`config.mk`:
```
export PLATFORM = sky130hd
export DESIGN_NAME = i2c_bit_phy
export DESIGN_NICKNAME = d
export VERILOG_FILES = /design/src/rtl/i2c_pkg.sv /design/src/rtl/i2c_sync.sv /design/src/rtl/i2c_bit_phy.sv
export SDC_FILE = /design/constraint.sdc
export NUM_CORES = 1
export LEC_CHECK = 0
export ABC_CLOCK_PERIOD_IN_PS = 2300
export CORE_AREA = 2 2 55 57
export CTS_CLUSTER_SIZE = 25
export DETAILED_ROUTE_END_ITERATION = 10
export DIE_AREA = 0 0 57 59
export PLACE_DENSITY = 0.82
export SKIP_LAST_GASP = 1
export SYNTH_ARGS = -nofsm -noshare
export SYNTH_HDL_FRONTEND = slang
export SYNTH_HIERARCHICAL = 1
export SYNTH_SLANG_ARGS = --single-unit
```
`constraint.sdc`:
```
create_clock -name clk -period 2.3 [get_ports clk]
set_clock_uncertainty 0.05 [all_clocks]
set_input_delay 0.23 -clock clk [delete_from_list [all_inputs] [get_ports clk]]
set_output_delay 0.23 -clock clk [all_outputs]
set_load 0.02 [all_outputs]
```
`src/rtl/i2c_pkg.sv`:
```
// i2c_pkg
// Shared definitions for the I2C bit engine and the byte-level controller
// above it:
//   - CMD_START / CMD_STOP / CMD_WRITE / CMD_READ : 2-bit primitive codes
//   - phase_t  : IDLE plus the four quarter-period phases A..D
//   - phase_oe : open-drain enables {scl_oe, sda_oe} for a primitive/phase
package i2c_pkg;

  localparam logic [1:0] CMD_START = 2'd0;
  localparam logic [1:0] CMD_STOP  = 2'd1;
  localparam logic [1:0] CMD_WRITE = 2'd2;
  localparam logic [1:0] CMD_READ  = 2'd3;

  typedef enum logic [2:0] {
    PH_IDLE = 3'd0,
    PH_A    = 3'd1,
    PH_B    = 3'd2,
    PH_C    = 3'd3,
    PH_D    = 3'd4
  } phase_t;

  // Returns {scl_oe, sda_oe}; 1 pulls the line low, 0 releases it.
  function automatic logic [1:0] phase_oe(input logic [1:0] op,
                                          input logic       data,
                                          input phase_t     ph);
    logic scl_low;
    // Data bits hold SCL low in the outer quarters, high in the middle two.
    scl_low  = (ph == PH_A) || (ph == PH_D);
    phase_oe = 2'b00;
    case (op)
      CMD_START: begin
        // SDA falls while SCL is high, then SCL is pulled low.
        case (ph)
          PH_C:    phase_oe = 2'b01;
          PH_D:    phase_oe = 2'b11;
          default: phase_oe = 2'b00;
        endcase
      end
      CMD_STOP: begin
        // SDA held low through the SCL rise, then released while SCL is high.
        case (ph)
          PH_A:    phase_oe = 2'b11;
          PH_B:    phase_oe = 2'b01;
          PH_C:    phase_oe = 2'b01;
          default: phase_oe = 2'b00;
        endcase
      end
      CMD_WRITE: phase_oe = {scl_low, ~data};
      default:   phase_oe = {scl_low, 1'b0};
    endcase
  endfunction

endpackage

```
`src/rtl/i2c_sync.sv`:
```
// i2c_sync
// Two-flop synchronizer for an asynchronous pad input. Resets to 1 so an
// idle (pulled-up) bus line reads high straight out of reset.
//   clk     in  system clock
//   reset_n in  asynchronous active-low reset
//   d       in  raw asynchronous input
//   q       out synchronized output (2-cycle latency)
module i2c_sync (
  input  logic clk,
  input  logic reset_n,
  input  logic d,
  output logic q
);

  logic meta_reg;
  logic q_reg;

  always_ff @(posedge clk or negedge reset_n) begin
    if (!reset_n) begin
      meta_reg <= 1'b1;
      q_reg    <= 1'b1;
    end else begin
      meta_reg <= d;
      q_reg    <= meta_reg;
    end
  end

  assign q = q_reg;

endmodule

```
`src/rtl/i2c_bit_phy.sv`:
```
// i2c_bit_phy
// Bit-level I2C engine: executes one primitive (START, STOP, WRITE bit,
// READ bit) per handshake as four DIV-cycle quarter phases on open-drain
// SCL/SDA, honours clock stretching in phase B and reports arbitration loss.
//   DIV          quarter SCL period in system clocks (>= 2)
//   clk, reset_n system clock, asynchronous active-low reset
//   cmd_valid/cmd_ready, cmd, cmd_bit   command handshake
//   rsp_valid, rsp_bit, rsp_arb_lost    one-cycle completion response
//   scl_i, sda_i                        raw pad inputs
//   scl_oe, sda_oe                      1 = drive line low
module i2c_bit_phy
  import i2c_pkg::*;
#(
  parameter int DIV = 125
) (
  input  logic       clk,
  input  logic       reset_n,
  input  logic       cmd_valid,
  output logic       cmd_ready,
  input  logic [1:0] cmd,
  input  logic       cmd_bit,
  output logic       rsp_valid,
  output logic       rsp_bit,
  output logic       rsp_arb_lost,
  input  logic       scl_i,
  input  logic       sda_i,
  output logic       scl_oe,
  output logic       sda_oe
);

  localparam int             CW     = $clog2(DIV);
  localparam logic [CW-1:0]  RELOAD = CW'(DIV - 1);
  localparam logic [CW-1:0]  ONE    = CW'(1);
  // Cycles at the start of phase B during which scl_s still shows the SCL
  // level from before our own release (synchronizer latency).
  localparam logic [1:0]     BLANK  = 2'd2;

  // Pad synchronizers: bit 0 = SCL, bit 1 = SDA.
  logic [1:0] pad_raw;
  logic [1:0] pad_s;
  logic       scl_s;
  logic       sda_s;

  assign pad_raw = {sda_i, scl_i};

  genvar gi;
  generate
    for (gi = 0; gi < 2; gi++) begin : g_sync
      i2c_sync u_sync (
        .clk     (clk),
        .reset_n (reset_n),
        .d       (pad_raw[gi]),
        .q       (pad_s[gi])
      );
    end
  endgenerate

  assign scl_s = pad_s[0];
  assign sda_s = pad_s[1];

  phase_t         phase_reg,     phase_next;
  logic [CW-1:0]  cnt_reg,       cnt_next;
  logic [1:0]     blank_reg,     blank_next;
  logic [1:0]     cmd_reg,       cmd_next;
  logic           bit_reg,       bit_next;
  logic           scl_oe_reg,    scl_oe_next;
  logic           sda_oe_reg,    sda_oe_next;
  logic           rsp_valid_reg, rsp_valid_next;
  logic           rsp_bit_reg,   rsp_bit_next;
  logic           rsp_arb_reg,   rsp_arb_next;
  logic           cnt_last;
  logic [CW-1:0]  cnt_dec;

  assign cnt_last = (cnt_reg == '0);
  assign cnt_dec  = cnt_reg - ONE;

  always_ff @(posedge clk or negedge reset_n) begin
    if (!reset_n) begin
      phase_reg     <= PH_IDLE;
      cnt_reg       <= RELOAD;
      blank_reg     <= 2'd0;
      cmd_reg       <= CMD_START;
      bit_reg       <= 1'b0;
      scl_oe_reg    <= 1'b0;
      sda_oe_reg    <= 1'b0;
      rsp_valid_reg <= 1'b0;
      rsp_bit_reg   <= 1'b0;
      rsp_arb_reg   <= 1'b0;
    end else begin
      phase_reg     <= phase_next;
      cnt_reg       <= cnt_next;
      blank_reg     <= blank_next;
      cmd_reg       <= cmd_next;
      bit_reg       <= bit_next;
      scl_oe_reg    <= scl_oe_next;
      sda_oe_reg    <= sda_oe_next;
      rsp_valid_reg <= rsp_valid_next;
      rsp_bit_reg   <= rsp_bit_next;
      rsp_arb_reg   <= rsp_arb_next;
    end
  end

  always_comb begin
    phase_next     = phase_reg;
    cnt_next       = cnt_reg;
    blank_next     = blank_reg;
    cmd_next       = cmd_reg;
    bit_next       = bit_reg;
    scl_oe_next    = scl_oe_reg;
    sda_oe_next    = sda_oe_reg;
    rsp_valid_next = 1'b0;
    rsp_bit_next   = rsp_bit_reg;
    rsp_arb_next   = rsp_arb_reg;

    case (phase_reg)
      PH_IDLE: begin
        // Lines keep their end-of-phase-D levels while idle.
        if (cmd_valid) begin
          cmd_next                   = cmd;
          bit_next                   = cmd_bit;
          phase_next                 = PH_A;
          cnt_next                   = RELOAD;
          {scl_oe_next, sda_oe_next} = phase_oe(cmd, cmd_bit, PH_A);
        end
      end

      PH_A: begin
        if (cnt_last) begin
          phase_next                 = PH_B;
          cnt_next                   = RELOAD;
          blank_next                 = BLANK;
          {scl_oe_next, sda_oe_next} = phase_oe(cmd_reg, bit_reg, PH_B);
        end else begin
          cnt_next = cnt_dec;
        end
      end

      PH_B: begin
        if (blank_reg != 2'd0) begin
          // scl_s cannot yet reflect our release; count normally. With
          // DIV == 2 the counter reaches 0 here and waits for the first
          // real SCL observation before leaving the phase.
          blank_next = blank_reg - 2'd1;
          if (!cnt_last) begin
            cnt_next = cnt_dec;
          end
        end else if (!scl_s) begin
          // A slave is stretching SCL: restart the high quarter.
          cnt_next = RELOAD;
        end else if (cnt_last) begin
          phase_next                 = PH_C;
          cnt_next                   = RELOAD;
          {scl_oe_next, sda_oe_next} = phase_oe(cmd_reg, bit_reg, PH_C);
        end else begin
          cnt_next = cnt_dec;
        end
      end

      PH_C: begin
        if (cnt_last) begin
          rsp_bit_next = ((cmd_reg == CMD_WRITE) || (cmd_reg == CMD_READ)) ? sda_s : 1'b0;
          if ((cmd_reg == CMD_WRITE) && bit_reg && !sda_s) begin
            // Someone else holds SDA low while we send a 1: back off now.
            phase_next     = PH_IDLE;
            scl_oe_next    = 1'b0;
            sda_oe_next    = 1'b0;
            rsp_valid_next = 1'b1;
            rsp_arb_next   = 1'b1;
          end else begin
            phase_next                 = PH_D;
            cnt_next                   = RELOAD;
            {scl_oe_next, sda_oe_next} = phase_oe(cmd_reg, bit_reg, PH_D);
          end
        end else begin
          cnt_next = cnt_dec;
        end
      end

      PH_D: begin
        if (cnt_last) begin
          phase_next     = PH_IDLE;
          rsp_valid_next = 1'b1;
          rsp_arb_next   = 1'b0;
        end else begin
          cnt_next = cnt_dec;
        end
      end

      default: begin
        phase_next = PH_IDLE;
      end
    endcase
  end

  assign cmd_ready    = (phase_reg == PH_IDLE);
  assign rsp_valid    = rsp_valid_reg;
  assign rsp_bit      = rsp_bit_reg;
  assign rsp_arb_lost = rsp_arb_reg;
  assign scl_oe       = scl_oe_reg;
  assign sda_oe       = sda_oe_reg;

endmodule
```
* Word level (Yosys, flattened, before mapping)
Index checks and enable logic that the tools add are counted.
** Cells by class
- Add/sub/neg operators :: 2
- Equality and inequality tests :: 19
- Multiplexer cells :: 49
- Bitwise operators :: 2
- Reductions and logical operators :: 21
** Operators by type and width (number)
- two-way mux 7 bit :: 7
- one-hot mux 7 bit (5 select lines) :: 1
- two-way mux 3 bit :: 8
- two-way mux 1 bit :: 21
- inequality test 2 bit (second input constant) :: 8
- one-hot mux 3 bit (5 select lines) :: 1
- AND reduction 7 bit :: 2
- one-hot mux 2 bit (3 select lines) :: 2
- one-hot mux 1 bit (2 select lines) :: 4
- one-hot mux 1 bit (4 select lines) :: 2
- logical NOT 7 bit :: 1
- subtractor 7 x 1 -> 7 bit (second input constant) :: 1
- equality test 2 bit (second input constant) :: 3
- equality test 3 x 2 -> 1 bit (second input constant) :: 2
- AND reduction 3 bit :: 2
- nonzero test 2 bit :: 3
- nonzero test 5 bit :: 1
- equality test 2 x 1 -> 1 bit (second input constant) :: 2
- logical NOT 2 bit :: 2
- two-way mux 2 bit :: 2
- one-hot mux 2 bit (2 select lines) :: 1
- AND reduction 2 bit :: 2
- AND reduction 4 bit :: 1
- nonzero test 4 bit :: 1
- other kinds (11) :: 13
** Storage, ports and cells
- Register bits :: 24
- Input bits :: 8
- Output and inout port bits :: 6
- Word-level logic and storage cells :: 107

* Longest topological paths before layout
Gate-level depths: netlist (run 1).
- Depth after elaboration :: 7
- Depth in mapped cells :: 11
- Gate-level depth less buffers :: 10

* Cells and area by module
The synthesis (run 1) kept the hierarchy.
** Modules (own cells, without submodules)
- i2c_bit_phy :: instances 1, cells an instance 152, area an instance 1345.0 um2, sequential area each 506.7 um2
- i2c_sync :: instances 2, cells an instance 2, area an instance 52.6 um2, sequential area each 52.6 um2

* Worst setup path before layout (run 1)
Ideal clock, no wire load.
- Path type :: flip-flop to flip-flop
- Start :: reg phase_reg[2]
- End :: reg cnt_reg[3]
- Setup time :: 0.076 ns
- Arrival :: 1.818 ns
- Required time :: 2.174 ns
- Setup slack :: 0.355 ns
- Cell stages (with the launch flop) :: 7
- Buffers on the path :: 1
- Clock period less this slack :: 1.945 ns
- Path through :: dfrtp_1 -> clkbuf_1 -> nor3_1 -> a21boi_0 -> o21a_4 -> and3_4 -> a22oi_2
** Between the ends
- Cells in the longest elaborated chain, start to end :: 3
- Elaborated cells between the ends (all ways) :: 10
- Classes of those cells :: eq/ne (6); mux (1); reduce/logical (3)
** Ends and longest elaborated chain
- start, declared :: RTL line i2c_bit_phy.sv:61 : phase_t phase_reg, phase_next;
- start signal, assigned :: RTL line i2c_bit_phy.sv:90 : phase_reg <= phase_next;
- logical NOT 3 bit *
- net cmd_ready :: RTL line i2c_bit_phy.sv:19 : output logic cmd_ready,
- nonzero test 5 bit (no source line) / inequality test 2 bit (equally long branches)
- AND reduction 3 bit (no source line)
- end signal, assigned :: RTL line i2c_bit_phy.sv:91 : cnt_reg <= cnt_next;
- end, declared :: RTL line i2c_bit_phy.sv:62 : logic [CW-1:0] cnt_reg, cnt_next;
The timed path passes the listed nets; every way through them passes the cells marked *.
A chain may end at the register's enable or synchronous reset.

* Worst setup path after layout (run 1)
- Start :: reg phase_reg[1]
- End :: out cmd_ready
** Between the ends
- Cells in the longest elaborated chain, start to end :: 1
** Ends and longest elaborated chain
- logical NOT 3 bit :: RTL line i2c_bit_phy.sv:195 : assign cmd_ready = (phase_reg == PH_IDLE);
- end, declared :: RTL line i2c_bit_phy.sv:19
Every way passes these cells.

==> results.sh, run 1 <==
export IMPL_outcome="complete, no violations"
export IMPL_placedCellCount=199
export IMPL_die_area_um2=3360
export IMPL_antenna_cells=0
export IMPL_rsz0062_at_grt="false"
export IMPL_cp_start_kind="flop"
export IMPL_synth_area_mux_share=0.0224
export IMPL_netlist_instances=156
export IMPL_vias=1177
export IMPL_synth_compound_area_frac=0.239
export IMPL_async_flop_share=1.00
export IMPL_synth_largest_area_cell="dfrtp_1"
export IMPL_syn2layout_area_growth_pct=14.2
export IMPL_mappedNetlistNets=172
export IMPL_ys_top_cells_by_count="o21ai_0, inv_1, nand2_1"
export IMPL_yosys_area_share_simple=0.165
export IMPL_ys_flop_type="dfrtp_1"
export IMPL_cts_hold_buf=0
export IMPL_initial_utilization=0.535
export IMPL_synthAdderAreaFrac=0.0690
export IMPL_fin_ws_ps=150
export IMPL_cp_cell_sequence="buf_4 > nor3_1 > clkdlybuf4s50_1"
export IMPL_post_cts_resized=0
export IMPL_ioPinCount=14
export IMPL_synth_top_family_by_area="compound AO/OA/AOI/OAI gates"
export IMPL_drive_gt1_frac=0.174
export IMPL_hpwlAfterDp_um=2280
export IMPL_cpMaxStageDelayCell="clkdlybuf4s50_1"
export IMPL_final_max_slew_viol_count=0
export IMPL_grt_overflow=0
export IMPL_core_um2=2710
export IMPL_p_leak_uw=0.000715
export IMPL_stdcell_count=203
export IMPL_powerDensity_nw_per_um2=430
export IMPL_timing_critical_path_buf_inv=2
export IMPL_max_cap_viol_count=0
export IMPL_rows=19
export IMPL_clkLatencyLatePin_ps=320
export IMPL_nNetsFinal=189
export IMPL_worst_path_max_fanout=6
export IMPL_ys_types=41
export IMPL_period_share=0.935
export IMPL_viasPerCell=5.80
export IMPL_clockRootBuffer="clkbuf_4"
export IMPL_synth_edf_count=0
export IMPL_irDropWorstVdd_mv=0.397
export IMPL_syn_area_um2=1450
export IMPL_cts_buffers=3
export IMPL_wl_um=3030
export IMPL_fmax_ghz=0.465
export IMPL_synth_top_area_frac=0.259
export IMPL_crit_family="buffers and inverters"
export IMPL_cts_max_level=1
export IMPL_grt_antenna_before_repair=0
export IMPL_worst_pin_slew_ps=564
export IMPL_critPathKind="reg2out"
export IMPL_required_ps=2020
export IMPL_path_clk_slew_ps=130
export IMPL_die_h_um=59
export IMPL_yosys_warnings=6
export IMPL_gp_congestion=0.888
export IMPL_ys_seq_area_frac=0.422
export IMPL_arrival_ps=1870
export IMPL_postCtsSetupBuffers=0
export IMPL_whs_ps=193
export IMPL_io_buffer_count=13
export IMPL_grt_pass1_vias=1174
export IMPL_synth_xor_area_share=0.0121
export IMPL_synth_area_leaders="dfrtp_1, dfstp_2, ha_1"
export IMPL_setup_tns_ps=0
export IMPL_track_usage=0.203
export IMPL_cts_sinks=24
export IMPL_cp_end_kind="primary output"
export IMPL_die_w_um=57
export IMPL_setup_viol=0
export IMPL_hold_path_class="in2async"
export IMPL_cts_max_path_buffers=2
export IMPL_post_route_drc_count=0
export IMPL_cts_tree="built"
export IMPL_relSlewSlack=0.621
export IMPL_grt_max_degree=25
export IMPL_drt_iter0_drc=52
export IMPL_fin_crit_ps=2150
export IMPL_synth_avg_cell_area_um2=9.30
export IMPL_grt_pass1_wl_um=5220
export IMPL_firstDrtPassIters=4
export IMPL_max_stage_delay_ps=660
export IMPL_finalHoldViolations=0
export IMPL_dp_slack_ps=240
export IMPL_largest_register_ffs=7
export IMPL_synth_most_common_cell="o21ai_0"
export IMPL_routedWlPerCell_um=14.9
export IMPL_ys_ff_latch=24
export IMPL_drtAntennaViolNets=0
[cell usage in the layout, fill, tap and decap left out, drive strengths merged]
| cell | Yosys | layout |
|---|---|---|
| a211oi | 1 | 1 |
| a21boi | 1 | 1 |
| a21oi | 6 | 6 |
| a221o | 1 | 1 |
| a22oi | 6 | 6 |
| a2bb2oi | 2 | 2 |
| a311o | 1 | 1 |
| a31oi | 2 | 2 |
| and2 | 2 | 2 |
| and3 | 2 | 2 |
| and4b | 1 | 1 |
| buf | 4 | 4 |
| clkbuf | 1 | 4 |
| clkdlybuf4s50 | 0 | 13 |
| dfrtp | 15 | 15 |
| dfstp | 9 | 9 |
| ha | 8 | 8 |
| inv | 18 | 18 |
| mux2 | 2 | 2 |
| mux2i | 1 | 1 |
| nand2 | 17 | 17 |
| nand2b | 2 | 2 |
| nand3 | 2 | 2 |
| nor2 | 8 | 8 |
| nor2b | 5 | 5 |
| nor3 | 6 | 6 |
| nor4 | 1 | 1 |
| o211ai | 1 | 1 |
| o21a | 1 | 1 |
| o21ai | 20 | 20 |
| o22ai | 3 | 3 |
| o31ai | 1 | 1 |
| o32ai | 1 | 1 |
| o41ai | 2 | 2 |
| or3 | 1 | 1 |
| xnor2 | 2 | 2 |
[per-layer routing]
layer	vias up	wire length, um	global-route usage
li1	579	-	-
met1	541	1370	0.276
met2	53	1410	0.328
met3	4	181	0.0131
met4	0	65	0.106
met5	-	0	0
[power by group]
group / internal [uW] / leakage (uW) / switching [uW]
registers: 432 / 0.000280 / 4.65
clock network: 96.9 / 0.0000210 / 129
logic: 23.1 / 0.000414 / 25.4
total: 552 / 0.000715 / 159
[final cells by class]
class	instances	area, um2
Sequential cell	24	612
Inverter	18	72.6
Fill cell	231	1050
Clock buffer	4	36.3
Timing Repair Buffer	17	160
Tap cell	31	38.8
Multi-Input combinational cell	109	736
[path summary, 6_finish.rpt]
kind | startpoint | endpoint | slack [ps] | cells past startpoint
hold / removal | reset_n | phase_reg[0] | 190 | 2
min in group clk | scl_i | g_sync[0].u_sync/meta_reg | 250 | 1
setup reg to reg | cnt_reg[0] | scl_oe | 190 | 8
setup / recovery | phase_reg[1] | cmd_ready | 150 | 3
hold reg to reg | g_sync[0].u_sync/meta_reg | g_sync[0].u_sync/q | 320 | 0
max in group asynchronous | reset_n | cnt_reg[2] | 1720 | 2
[cells by family (layout without fill, tap and decap cells)]
kind of cell               count (synthesis)  after routing
AOI/OAI and AO/OA                         49             49
buffers and inverters                     23             39
xor gates and xnor gates                   2              2
and+or+nand+nor                           47             47
DFF                                       24             24
muxes                                      3              3
adders and majority gates                  8              8
[through the flow]
stage                     instance area (um2)  total power (uW)   util
final                                    1660               711  0.611
after global routing                     1660               744  0.611
after CTS                                1660               720  0.611
after detailed placement                 1620               492  0.597
after global placement                   1620               490  0.597
after floorplan                          1450               462      -
(Power assumes the default switching activity.)
==> inputs of run 2 (changes only) <==
--- a/config.mk
+++ b/config.mk
@@ -6,11 +6,11 @@
 export NUM_CORES = 1
 export LEC_CHECK = 0
 export ABC_CLOCK_PERIOD_IN_PS = 2300
-export CORE_AREA = 2 2 55 57
+export CORE_AREA = 2 2 64 66
 export CTS_CLUSTER_SIZE = 25
 export DETAILED_ROUTE_END_ITERATION = 10
-export DIE_AREA = 0 0 57 59
-export PLACE_DENSITY = 0.82
+export DIE_AREA = 0 0 66 68
+export PLACE_DENSITY = 0.65
 export SKIP_LAST_GASP = 1
 export SYNTH_ARGS = -nofsm -noshare
 export SYNTH_HDL_FRONTEND = slang
==> results.sh, run 2 (synthesized netlist as in run 1, its figures left out) <==
export IMPL_clockRootBuffer="clkbuf_8"
export IMPL_gp_congestion=0.879
export IMPL_initial_utilization=0.376
export IMPL_netSwitchingPower_uw=167
export IMPL_final_max_slew_viol_count=0
export IMPL_hpwlAfterDp_um=2380
export IMPL_grt_pass1_wl_um=5530
export IMPL_setup_tns_ps=0
export IMPL_cp_end_kind="flop"
export IMPL_critPathCapture="sda_oe"
export IMPL_required_ps=2410
export IMPL_post_cts_resized=0
export IMPL_rsz0062_at_grt="false"
export IMPL_ioPinCount=14
export IMPL_stdcell_area_um2=1710
export IMPL_cts_hold_buf=0
export IMPL_p_seq_frac=0.511
export IMPL_p_leak_uw=0.000728
export IMPL_path_clk_slew_ps=90
export IMPL_nFillCells=385
export IMPL_outcome="complete, no violations"
export IMPL_clkLatencyLatePin_ps=270
export IMPL_fin_crit_ps=2090
export IMPL_worst_pin_slew_ps=600
export IMPL_track_usage=0.163
export IMPL_io_buffer_count=13
export IMPL_vias=1208
export IMPL_cp_start_kind="flop"
export IMPL_firstDrtPassIters=5
export IMPL_nNetsFinal=189
export IMPL_r2r_start="cnt_reg[0]"
export IMPL_layout_common_cells="o21ai_0, inv_1, nand2_1"
export IMPL_finalHoldViolations=0
export IMPL_comb_power_share=0.055
export IMPL_fmax_ghz=0.479
export IMPL_post_route_drc_count=0
export IMPL_fin_ws_ps=212
export IMPL_core_um2=3860
export IMPL_postCtsSetupBuffers=0
export IMPL_viasPerCell=5.44
export IMPL_grt_overflow=0
export IMPL_antenna_cells=0
export IMPL_critPathKind="reg2reg"
export IMPL_irDropWorstVdd_mv=0.289
export IMPL_grt_antenna_before_repair=0
export IMPL_cts_buffers=3
export IMPL_arrival_ps=2200
export IMPL_routedWlPerCell_um=14.1
export IMPL_die_w_um=66
export IMPL_largest_register_ffs=7
export IMPL_power_clock_fraction=0.435
export IMPL_reg2reg_to="sda_oe"
export IMPL_r2r_slack_ps=210
export IMPL_hold_path_class="in2async"
export IMPL_cts_sinks=24
export IMPL_period_share=0.908
export IMPL_layout_commonest_cell="o21ai_0"
export IMPL_reg2reg_depth=8
export IMPL_drive_gt1_frac=0.174
export IMPL_drt_iter0_drc=56
export IMPL_placed_area_um2=1640
export IMPL_swShare=0.196
export IMPL_startpoint="cnt_reg[0]"
export IMPL_rows=23
export IMPL_grt_pass1_vias=1233
export IMPL_cts_tree="built"
export IMPL_p_int_uw=687
export IMPL_worst_path_max_fanout=7
export IMPL_dp_slack_ps=245
export IMPL_syn2layout_area_growth_pct=18.2
export IMPL_max_cap_viol_count=0
export IMPL_setup_viol=0
export IMPL_relSlewSlack=0.597
export IMPL_grt_max_degree=25
export IMPL_wl_um=3140
export IMPL_die_area_um2=4490
export IMPL_powerDensity_nw_per_um2=499
export IMPL_die_h_um=68
export IMPL_cts_max_level=1
export IMPL_drtAntennaViolNets=0
export IMPL_cts_max_path_buffers=2
-- run 2: power by group through the flow --
stage / Combinational [uW] / Clock, uW / Sequential (uW)
6_report: 46.8 / 371 / 436
5_1_grt: 53.7 / 402 / 437
4_1_cts: 47.7 / 381 / 436
3_5_place_dp: 47.7 / 0 / 444
3_3_place_gp: 46.4 / 0 / 444
2_1_floorplan: 19.3 / 0 / 443
-- run 2: layer usage --
| layer | routed length [um] | vias up | GRT usage |
|---|---|---|---|
| met5 | 0 | - | 0 |
| met4 | 47 | 0 | 0.0689 |
| met3 | 142 | 7 | 0.0362 |
| met2 | 1570 | 33 | 0.284 |
| met1 | 1380 | 582 | 0.195 |
| li1 | - | 586 | - |
-- run 2: worst min path at each step --
| stage | from | endpoint | slack [ps] |
|---|---|---|---|
| final | reset_n | cnt_reg[0] | 260 |
| after global routing | reset_n | blank_reg[0] | 270 |
| after CTS | reset_n | scl_oe | 270 |
| after detailed placement | g_sync[0].u_sync/meta_reg | g_sync[0].u_sync/q | 300 |
| after global placement | g_sync[0].u_sync/meta_reg | g_sync[0].u_sync/q | 300 |
| after floorplan | reset_n | bit_reg | -120 |
-- run 2: metrics by stage --
step	cells	hold WS [ps]	util	total power [uW]
final	222	255	0.445	855
after global routing	222	272	0.445	893
after CTS	222	273	0.445	865
after detailed placement	218	298	0.426	492
after global placement	218	296	0.426	490
after floorplan	156	-116	-	462
-- run 2: final cells by class --
cell class | count | area [um2] | share of cell area
multi-input cells | 109 | 736 | 0.429
flip-flops and latches | 24 | 612 | 0.357
repair buffers | 17 | 160 | 0.0934
inverters | 18 | 72.6 | 0.0423
well taps | 50 | 62.6 | 0.0365
clock buffers | 3 | 41.3 | 0.0241
clock inverters | 1 | 30.0 | 0.0175
-- run 2: worst max-delay path, stage by stage (launching register included) --
cell and delay (ps):
dfrtp_1 390, inv_1 110, ha_1 160, nor2b_1 170
and2_1 340, inv_6 80, a2bb2oi_2 190, nor2_2 150
mux2_2 340
